==> src/rtl/turn_manager_if.sv <==
`default_nettype none
// ============================================================================
//  Module      : turn_manager_if
//  Description : Bus between the turn sequencer and its surroundings: the
//                keyboard, frame strobe and player status coming in, plus the
//                per-player keycodes and game status going out.
//  Revision    : 1.0 - initial release
// ============================================================================
interface turn_manager_if;
  logic       frame_clk;
  logic [7:0] keycode_in;
  logic [9:0] hp0;
  logic [9:0] hp1;
  logic       boomed0;
  logic       boomed1;
  logic [7:0] keycode0;
  logic [7:0] keycode1;
  logic       player_reset;
  logic       active_player;
  logic [9:0] turn_timer;
  logic [2:0] state;
  logic [1:0] winner;
  logic       game_over;

  // Game-side view: drives the strobe, keys and player status.
  modport master (
    output frame_clk, keycode_in, hp0, hp1, boomed0, boomed1,
    input  keycode0, keycode1, player_reset, active_player,
           turn_timer, state, winner, game_over
  );

  // Sequencer view.
  modport slave (
    input  frame_clk, keycode_in, hp0, hp1, boomed0, boomed1,
    output keycode0, keycode1, player_reset, active_player,
           turn_timer, state, winner, game_over
  );
endinterface
`default_nettype wire

==> src/rtl/turn_manager.sv <==
`default_nettype none
// ============================================================================
//  Module      : turn_manager
//  Description : Two-player artillery turn sequencer. Routes the keycode to
//                the player holding the turn, follows the bomb through flight
//                and detonation, then hands over the turn or declares a winner.
//  Revision    : 1.0 - initial release
// ============================================================================
module turn_manager #(
  parameter logic [7:0] START_KEY     = 8'h28,
  parameter logic [7:0] SHOOT_KEY0    = 8'h16,
  parameter logic [7:0] SHOOT_KEY1    = 8'h51,
  parameter logic [9:0] TURN_FRAMES   = 10'd600,
  parameter logic [9:0] FLIGHT_FRAMES = 10'd240,
  parameter logic [9:0] SETTLE_FRAMES = 10'd48
) (
  input  logic              clk,
  input  logic              reset,   // asynchronous, active-low
  turn_manager_if.slave     bus
);

  typedef enum logic [2:0] {
    IDLE   = 3'd0,
    AIM    = 3'd1,
    FLIGHT = 3'd2,
    SETTLE = 3'd3,
    CHECK  = 3'd4,
    OVER   = 3'd5
  } state_e;

  state_e     state_q, state_d;
  logic [7:0] keycode0_q, keycode0_d;
  logic [7:0] keycode1_q, keycode1_d;
  logic       player_reset_q, player_reset_d;
  logic       active_player_q, active_player_d;
  logic [9:0] turn_timer_q, turn_timer_d;
  logic [1:0] winner_q, winner_d;
  logic       game_over_q, game_over_d;
  logic       frame_clk_q;
  logic [7:0] prev_key_q;
  logic       prev_boom0_q;
  logic       prev_boom1_q;

  logic       tick;
  logic       dead0;
  logic       dead1;
  logic [7:0] shoot_key;
  logic       shoot_release;
  logic       boom_edge;
  logic       timer_zero;

  // Event decode: frame tick, health, shoot release and detonation edge.
  always_comb begin
    tick          = bus.frame_clk & ~frame_clk_q;
    // A wrapped (negative) health value counts as dead.
    dead0         = (bus.hp0 == 10'd0) | bus.hp0[9];
    dead1         = (bus.hp1 == 10'd0) | bus.hp1[9];
    shoot_key     = active_player_q ? SHOOT_KEY1 : SHOOT_KEY0;
    shoot_release = (prev_key_q == shoot_key) & (bus.keycode_in != shoot_key);
    boom_edge     = active_player_q ? (bus.boomed1 & ~prev_boom1_q)
                                    : (bus.boomed0 & ~prev_boom0_q);
    timer_zero    = (turn_timer_q == 10'd0);
  end

  // Next-state and registered-output computation.
  always_comb begin
    state_d         = state_q;
    keycode0_d      = 8'h00;
    keycode1_d      = 8'h00;
    active_player_d = active_player_q;
    turn_timer_d    = turn_timer_q;
    winner_d        = winner_q;

    // Keys reach a player only while that player is aiming.
    if (state_q == AIM) begin
      if (active_player_q) keycode1_d = bus.keycode_in;
      else                 keycode0_d = bus.keycode_in;
    end

    case (state_q)
      IDLE: begin
        if (bus.keycode_in == START_KEY) begin
          state_d         = AIM;
          active_player_d = 1'b0;
          turn_timer_d    = TURN_FRAMES;
        end
      end
      AIM: begin
        if (dead0 | dead1) begin
          state_d = CHECK;
        end else if (shoot_release) begin
          // Release beats a same-cycle expiry tick.
          state_d      = FLIGHT;
          turn_timer_d = FLIGHT_FRAMES;
        end else if (tick) begin
          if (timer_zero) begin
            state_d      = SETTLE;
            turn_timer_d = SETTLE_FRAMES;
          end else begin
            turn_timer_d = turn_timer_q - 10'd1;
          end
        end
      end
      FLIGHT: begin
        // Detonation and timeout land in the same place.
        if (boom_edge | (tick & timer_zero)) begin
          state_d      = SETTLE;
          turn_timer_d = SETTLE_FRAMES;
        end else if (tick) begin
          turn_timer_d = turn_timer_q - 10'd1;
        end
      end
      SETTLE: begin
        if (tick) begin
          if (timer_zero) state_d      = CHECK;
          else            turn_timer_d = turn_timer_q - 10'd1;
        end
      end
      CHECK: begin
        if (dead0 & dead1) begin
          winner_d = 2'd3;
          state_d  = OVER;
        end else if (dead0) begin
          winner_d = 2'd2;
          state_d  = OVER;
        end else if (dead1) begin
          winner_d = 2'd1;
          state_d  = OVER;
        end else begin
          active_player_d = ~active_player_q;
          turn_timer_d    = TURN_FRAMES;
          state_d         = AIM;
        end
      end
      OVER: begin
        if (bus.keycode_in == START_KEY) begin
          state_d  = IDLE;
          winner_d = 2'd0;
        end
      end
      default: begin
        state_d = IDLE;
      end
    endcase

    // Status flags reflect the state being entered on this edge.
    player_reset_d = (state_d == IDLE);
    game_over_d    = (state_d == OVER);
  end

  // State and output registers; reset aborts any turn back to IDLE.
  always_ff @(posedge clk or negedge reset) begin
    if (!reset) begin
      state_q         <= IDLE;
      keycode0_q      <= 8'h00;
      keycode1_q      <= 8'h00;
      player_reset_q  <= 1'b1;
      active_player_q <= 1'b0;
      turn_timer_q    <= 10'd0;
      winner_q        <= 2'd0;
      game_over_q     <= 1'b0;
      frame_clk_q     <= 1'b0;
      prev_key_q      <= 8'h00;
      prev_boom0_q    <= 1'b0;
      prev_boom1_q    <= 1'b0;
    end else begin
      state_q         <= state_d;
      keycode0_q      <= keycode0_d;
      keycode1_q      <= keycode1_d;
      player_reset_q  <= player_reset_d;
      active_player_q <= active_player_d;
      turn_timer_q    <= turn_timer_d;
      winner_q        <= winner_d;
      game_over_q     <= game_over_d;
      frame_clk_q     <= bus.frame_clk;
      prev_key_q      <= bus.keycode_in;
      prev_boom0_q    <= bus.boomed0;
      prev_boom1_q    <= bus.boomed1;
    end
  end

  assign bus.keycode0      = keycode0_q;
  assign bus.keycode1      = keycode1_q;
  assign bus.player_reset  = player_reset_q;
  assign bus.active_player = active_player_q;
  assign bus.turn_timer    = turn_timer_q;
  assign bus.state         = state_q;
  assign bus.winner        = winner_q;
  assign bus.game_over     = game_over_q;

endmodule
`default_nettype wire

==> src/flat_wrapper.sv <==
// flat-port wrapper written by rule: the top's interface ports become plain ports
module turn_manager_flat 
#(
  parameter logic [7:0] START_KEY     = 8'h28,
  parameter logic [7:0] SHOOT_KEY0    = 8'h16,
  parameter logic [7:0] SHOOT_KEY1    = 8'h51,
  parameter logic [9:0] TURN_FRAMES   = 10'd600,
  parameter logic [9:0] FLIGHT_FRAMES = 10'd240,
  parameter logic [9:0] SETTLE_FRAMES = 10'd48
)
  (clk, reset, bus_frame_clk, bus_keycode_in, bus_hp0, bus_hp1, bus_boomed0, bus_boomed1, bus_keycode0, bus_keycode1, bus_player_reset, bus_active_player, bus_turn_timer, bus_state, bus_winner, bus_game_over);
  turn_manager_if bus_i ();
  input  logic clk;
  input  logic reset;
  input wire logic [$bits(bus_i.frame_clk)-1:0] bus_frame_clk;
  input wire logic [$bits(bus_i.keycode_in)-1:0] bus_keycode_in;
  input wire logic [$bits(bus_i.hp0)-1:0] bus_hp0;
  input wire logic [$bits(bus_i.hp1)-1:0] bus_hp1;
  input wire logic [$bits(bus_i.boomed0)-1:0] bus_boomed0;
  input wire logic [$bits(bus_i.boomed1)-1:0] bus_boomed1;
  output wire logic [$bits(bus_i.keycode0)-1:0] bus_keycode0;
  output wire logic [$bits(bus_i.keycode1)-1:0] bus_keycode1;
  output wire logic [$bits(bus_i.player_reset)-1:0] bus_player_reset;
  output wire logic [$bits(bus_i.active_player)-1:0] bus_active_player;
  output wire logic [$bits(bus_i.turn_timer)-1:0] bus_turn_timer;
  output wire logic [$bits(bus_i.state)-1:0] bus_state;
  output wire logic [$bits(bus_i.winner)-1:0] bus_winner;
  output wire logic [$bits(bus_i.game_over)-1:0] bus_game_over;
  assign bus_i.frame_clk = bus_frame_clk;
  assign bus_i.keycode_in = bus_keycode_in;
  assign bus_i.hp0 = bus_hp0;
  assign bus_i.hp1 = bus_hp1;
  assign bus_i.boomed0 = bus_boomed0;
  assign bus_i.boomed1 = bus_boomed1;
  assign bus_keycode0 = bus_i.keycode0;
  assign bus_keycode1 = bus_i.keycode1;
  assign bus_player_reset = bus_i.player_reset;
  assign bus_active_player = bus_i.active_player;
  assign bus_turn_timer = bus_i.turn_timer;
  assign bus_state = bus_i.state;
  assign bus_winner = bus_i.winner;
  assign bus_game_over = bus_i.game_over;
  turn_manager #(.START_KEY(START_KEY), .SHOOT_KEY0(SHOOT_KEY0), .SHOOT_KEY1(SHOOT_KEY1), .TURN_FRAMES(TURN_FRAMES), .FLIGHT_FRAMES(FLIGHT_FRAMES), .SETTLE_FRAMES(SETTLE_FRAMES)) u_core (.clk(clk), .reset(reset), .bus(bus_i));
endmodule
==> config.mk <==
export PLATFORM = sky130hd
export DESIGN_NAME = turn_manager_flat
export DESIGN_NICKNAME = d
export VERILOG_FILES = /design/src/rtl/turn_manager_if.sv /design/src/rtl/turn_manager.sv /design/src/flat_wrapper.sv
export SDC_FILE = /design/constraint.sdc
export NUM_CORES = 1
export LEC_CHECK = 0
export CORE_UTILIZATION = 50
export CTS_CLUSTER_DIAMETER = 40
export DETAILED_ROUTE_END_ITERATION = 16
export PLACE_DENSITY = 0.8
export REMOVE_ABC_BUFFERS = 1
export SKIP_CTS_REPAIR_TIMING = 1
export SLEW_MARGIN = 20
export SYNTH_ARGS = -nofsm -noshare
export SYNTH_HDL_FRONTEND = slang
export SYNTH_SLANG_ARGS = --single-unit
==> constraint.sdc <==
create_clock -name clk -period 5 [get_ports clk]
set_input_delay 0.75 -clock clk [delete_from_list [all_inputs] [get_ports clk]]
set_output_delay 0.75 -clock clk [all_outputs]
set_load 0.05 [all_outputs]
; ---- Word-level counts from Yosys, hierarchy flattened
; Index checks and enable logic that the tools add are counted.
[totals]
register_bits = 45
latch_bits = 0
ramBits = 0
mem_bits_ro = 0
input_bits = 33
output_inout_bits = 34
wordCells = 100
mem_count = 0
[classes]
n_addsub = 1
mul = 0
n_div = 0
n_lt_le_gt_ge = 0
n_eq_ne = 20
n_shift = 0
muxes = 42
bitwise_logic = 14
reduce_logical = 11
[ops]
columns = cell, count
row1 = 10-bit 2-to-1 mux, 12
row2 = 10-bit one-hot mux with 5 select lines, 1
row3 = 3-bit 2-to-1 mux, 12
row4 = 8-bit 2-to-1 mux, 4
row5 = 10-bit logical NOT, 3
row6 = 3-bit one-hot mux with 6 select lines, 1
row7 = 2-bit inequality test (second input constant), 5
row8 = 10-bit AND reduction, 1
row9 = 10-bit by 1-bit subtractor with 10-bit output (second input constant), 1
row10 = 3-bit == test (second input constant), 3
row11 = 8-bit by 6-bit == test with 1-bit output (second input constant), 1
row12 = 8-bit == test, 1
row13 = 2-bit 2-to-1 mux, 4
row14 = 8-bit inequality test, 1
row15 = 7-bit 2-to-1 mux, 1
row16 = 1-bit bitwise AND, 6
row17 = 3-bit by 2-bit == test with 1-bit output (second input constant), 2
row18 = 3-bit logical NOT, 2
row19 = 2-bit by 1-bit inequality test with 1-bit output (second input constant), 3
row20 = 3-bit by 1-bit inequality test with 1-bit output (second input constant), 2
row21 = 1-bit 2-to-1 mux, 5
row22 = 5-bit AND reduction, 1
row23 = 5-bit nonzero test, 1
row24 = 4-bit by 1-bit inequality test with 1-bit output (second input constant), 1
row25 = other kinds (7), 14

; ---- Longest topological paths before layout
[logic_depth]
word_depth = 7
depth_mapped = 10
mapped_depth_nobuf = 8

; ---- Worst setup path after synthesis
; Ideal clock, no wire load.
[synth_path]
path_kind = register to register
start = register u_core.active_player_q, in the netlist u_core.bus.active_player
end = register u_core.turn_timer_q[0], in the netlist u_core.bus.turn_timer[0]
setup_ns = 0.125
arrival_ns = 2.831
required_time_ns = 4.875
path_slack_ns = 2.044
path_stages_with_launch = 11
n_path_buf = 2
synth_period_minus_slack_ns = 2.956
path_cell_list = dfrtp_1 -> clkbuf_1 -> inv_1 -> ha_1 -> nor4b_1 -> a21oi_1 -> nand2_1 -> a31oi_4 -> and2_4 -> buf_6 -> mux2_4
[synth_between]
elab_chain_len = 6
elab_cells_between_ends = 13
cone_classes = eq/ne (4) / mux (6) / bitwise (2) / reduce/logical (1)
[synth_lines]
columns = item, line
row1 = "start, declared", turn_manager.sv:35  ; logic active_player_q, active_player_d;
row2 = "start signal, assigned", turn_manager.sv:171  ; active_player_q <= active_player_d;
row3 = 7-bit 2-to-1 mux, turn_manager.sv:58  ; shoot_key = active_player_q ? SHOOT_KEY1 : SHOOT_KEY0;
row4 = 8-bit == test / 8-bit inequality test (equally long branches), turn_manager.sv:59  ; shoot_release = (prev_key_q == shoot_key) & (bus.keycode_in != shoot_key);
row5 = 1-bit bitwise AND, turn_manager.sv:59
row6 = 10-bit 2-to-1 mux, turn_manager.sv:91  ; end else if (shoot_release) begin
row7 = 10-bit 2-to-1 mux, turn_manager.sv:89  ; if (dead0 | dead1) begin
row8 = 10-bit one-hot mux with 5 select lines, turn_manager.sv:80  ; case (state_q)
row9 = "end signal, assigned", turn_manager.sv:172  ; turn_timer_q <= turn_timer_d;
row10 = "end, declared", turn_manager.sv:36  ; logic [9:0] turn_timer_q, turn_timer_d;
; Several ways; a longest one is shown, not always the timed one. The select of a mux whose other input is x is not followed.
; A chain may end at the register's enable or synchronous reset.

; ---- Worst setup path in the final report
; Same ends and word-level chain as after synthesis.

==> results by group <==
Status
  – Status: completed

Clock network
  – Clk_lat worst skew: 300 ps
  – Clock root cell: clkbuf_8
  – CTS tree: done
  – TritonCTS Buffers: 5
  – Depth of the CTS H-tree: 2
  – CTS clk-pin slew, worst paths: 90 ps
  – # clock sinks: 45
  – Bufs on Longest Clock Path: 2

Place
  – Placer Congestion: about 0.86
  – Worst slack, placed: 1430 ps
  – Hpwl dp: 3.71 mm
  – Port bufs: 66
  – Placed instance area: 2990 um2

STA
  – Slack of the critical path: 1980 ps
  – Final critical-path required period: 3020 ps
  – Crit share post-route: 0.603
  – Highest clock rate: 331 MHz
  – Setup tns final: 0 ps
  – Slew margin rel.: 0.504
  – Final Setup Violations: 0
  – Clock Skew: 10.6 ps
  – Slew @ Worst Pin: 742 ps
  – Hold_ws: 405 ps
  – RSZ-0062 raised after global routing: no
  – Final Hold Fails: 0
  – Final Max Slew Viols: 0

Final layout
  – # nets final: 330
  – Commonest cells after routing, fill and taps aside: clkdlybuf4s50_1, dfrtp_1, nor2_1, nand2_1, a21oi_1
  – Cell area after layout: 3120 um2
  – Commonest non-fill, non-tap cell in the layout: clkdlybuf4s50_1
  – Share of layout cells above drive strength 1: 0.0833
  – Diode count: 0
  – Layout Area Growth over Synthesis: 34.4%
  – Final Core Density: 0.707

Worst hold path
  – Min-Delay Path Class: in2async

Power
  – Clock power share: 0.127
  – Power per Cell Area: about 570 nW/um2
  – Power share of the sequential group: 0.322
  – Leak: roughly 1.3 nW
  – Combinational share of power: 0.551
  – Switching Share: 0.480
  – Internal power: 0.000917 W
  – Net Sw Power: 0.000847 W
  – Worst vdd ir: between 300 and 400 uV

Global route
  – Vias in the first global route: about 1.9k
  – GR Util met3: 0.0505
  – Grt total ovfl: 0
  – Pin count of the biggest net entering global routing: 46
  – Initial antenna violation count: 0
  – GRT Max-Usage Layer: met2
  – Met2 usage: 0.360
  – GRT Util Overall: 0.225
  – Routing usage on met1: 0.301
  – Global-route wire length before repair: 8.68 mm

Worst setup path
  – R2R depth: 8
  – CP arrival: 3210 ps
  – CP required: 5190 ps
  – Reg-to-Reg Start: u_core.bus.active_player
  – Reg2Reg Capture Point: u_core.bus.turn_timer[0]
  – Critical setup path kind: reg2reg
  – Critical-path maximum fanout: 17
  – Worst Setup SP: u_core.bus.active_player
  – Internal reg-to-reg setup slack: 1980 ps
  – CP startpoint kind: flip-flop
  – Setup crit end kind: flip-flop

Synth
  – Top post-synthesis cells by area: dfrtp_1, ha_1, a21oi_1, o211ai_1, nand2_1
  – Synth top area share: 0.474
  – Cell count after synthesis: roughly 220
  – Cell Area, Synth: 2320 um2
  – Post-synth EDFFs: 0
  – Synth area leader: dfrtp_1
  – Syn Area/Cell: ~10 um2
  – Post-synth cell types: 54
  – Register area share after synthesis: 0.486
  – Synth Flop Type: dfrtp_1
  – FFs w/ async S/R, synth: 1.00
  – #FFs+latches synth: 45
  – Synth Warn #: 0

Drt
  – Final WL: 5.19 mm
  – Residual DRC: 0
  – DRT iter0 DRCs: 107
  – Pre-antenna DRT Iters: 4
  – Per-cell routed wire length: 15.3 um
  – Vias per cell: between 5 and 6
  – Vias: 1983
  – ANT nets after route: 0

Floorplan
  – Core Footprint: 4410 um2
  – I/O Pins: 67
  – # rows: 24
  – Initial Utilization: 0.526
  – Die X: ~70 um
  – Die area: 4920 um2
  – Chip Height: 70.1 um

Job
  – Max_cap viols: 0
==> through the flow <==
step | power (W) | instances
2_1_floorplan | 0.00121 | 213
3_3_place_gp | 0.00152 | 331
3_5_place_dp | 0.00153 | 331
4_1_cts | 0.00176 | 339
5_1_grt | 0.00188 | 340
6_report | 0.00176 | 340
==> cell usage after synthesis, types with 3 or more instances <==
| cell type | number |
|---|---|
| dfrtp_1 | 44 |
| a21oi_1 | 15 |
| nand2_1 | 15 |
| nor2_1 | 15 |
| ha_1 | 10 |
| clkbuf_1 | 9 |
| and2_1 | 8 |
| and3_1 | 8 |
| o211ai_1 | 8 |
| nor3_1 | 7 |
| o21ai_0 | 7 |
| inv_1 | 6 |
| nor4_1 | 5 |
| a31oi_1 | 4 |
| nand2b_1 | 4 |
| a22o_1 | 3 |
| nand3_1 | 3 |
| nor3b_1 | 3 |
| nor4bb_1 | 3 |
| or2_2 | 3 |
| or3_1 | 3 |
==> critical path, stage by stage (launching register included) <==
cell,delay [ps]
dfrtp_1,690
inv_1,300
ha_1,360
nor4b_1,140
a21oi_1,280
nand2_1,250
a31oi_4,310
and2_4,290
mux2_4,310
==> state kept, by name, indices dropped and copies added (netlist names) <==
name                      cells
u_core.bus.active_player      1
u_core.bus.game_over          1
u_core.bus.keycode0           8
u_core.bus.keycode1           8
u_core.bus.player_reset       1
u_core.bus.state              3
u_core.bus.turn_timer        10
u_core.bus.winner             2
u_core.frame_clk_q            1
u_core.prev_boom0_q           1
u_core.prev_boom1_q           1
u_core.prev_key_q             8
==> worst max-delay path by stage <==
stage,end,slack (ps),depth (start not counted)
after floorplan,u_core.bus.turn_timer[0],2140,8
after detailed placement,u_core.bus.turn_timer[0],1430,6
after global routing,u_core.bus.turn_timer[1],1700,8
final,u_core.bus.turn_timer[0],1980,8
after CTS,u_core.bus.turn_timer[0],1760,6
after global placement,u_core.bus.turn_timer[0],1500,6
==> kinds of logic (layout without fill, tap and decap cells) <==
group,count (synthesis),after routing,synth area share
and+or+nand+nor,88,88,0.216
DFF,45,45,0.486
muxes,4,4,0.0221
adders and majority gates,10,10,0.0539
xor gates and xnor gates,1,1,0.00377
AOI/OAI and AO/OA,59,59,0.184
buffers and inverters,17,81,0.0340
==> per-layer routing <==
layer  wire [um]  vias to the layer above
met1        2410                      958
met2        2470                       65
li1            -                      954
met3         258                        6
met5           0                        -
met4          47                        0
==> power by group through the flow <==
stage	logic [W]	clock network, W	registers, W
after floorplan	0.000356	0	0.000852
after global placement	0.000949	0	0.000569
after detailed placement	0.000958	0	0.000571
after CTS	0.000963	0.000231	0.000564
after global routing	0.00105	0.000245	0.000586
final	0.000972	0.000223	0.000568
==> cell type report <==
cell class / count / area, um2
clock buffer: 6 / 72.6
clock inverter: 2 / 16.3
fill: 319 / 1290
inverter: 6 / 22.5
multi-input combinational: 162 / 1130
sequential: 45 / 1130
tap: 52 / 65.1
timing repair buffer: 67 / 683
Power figures use the tool's default switching activity.
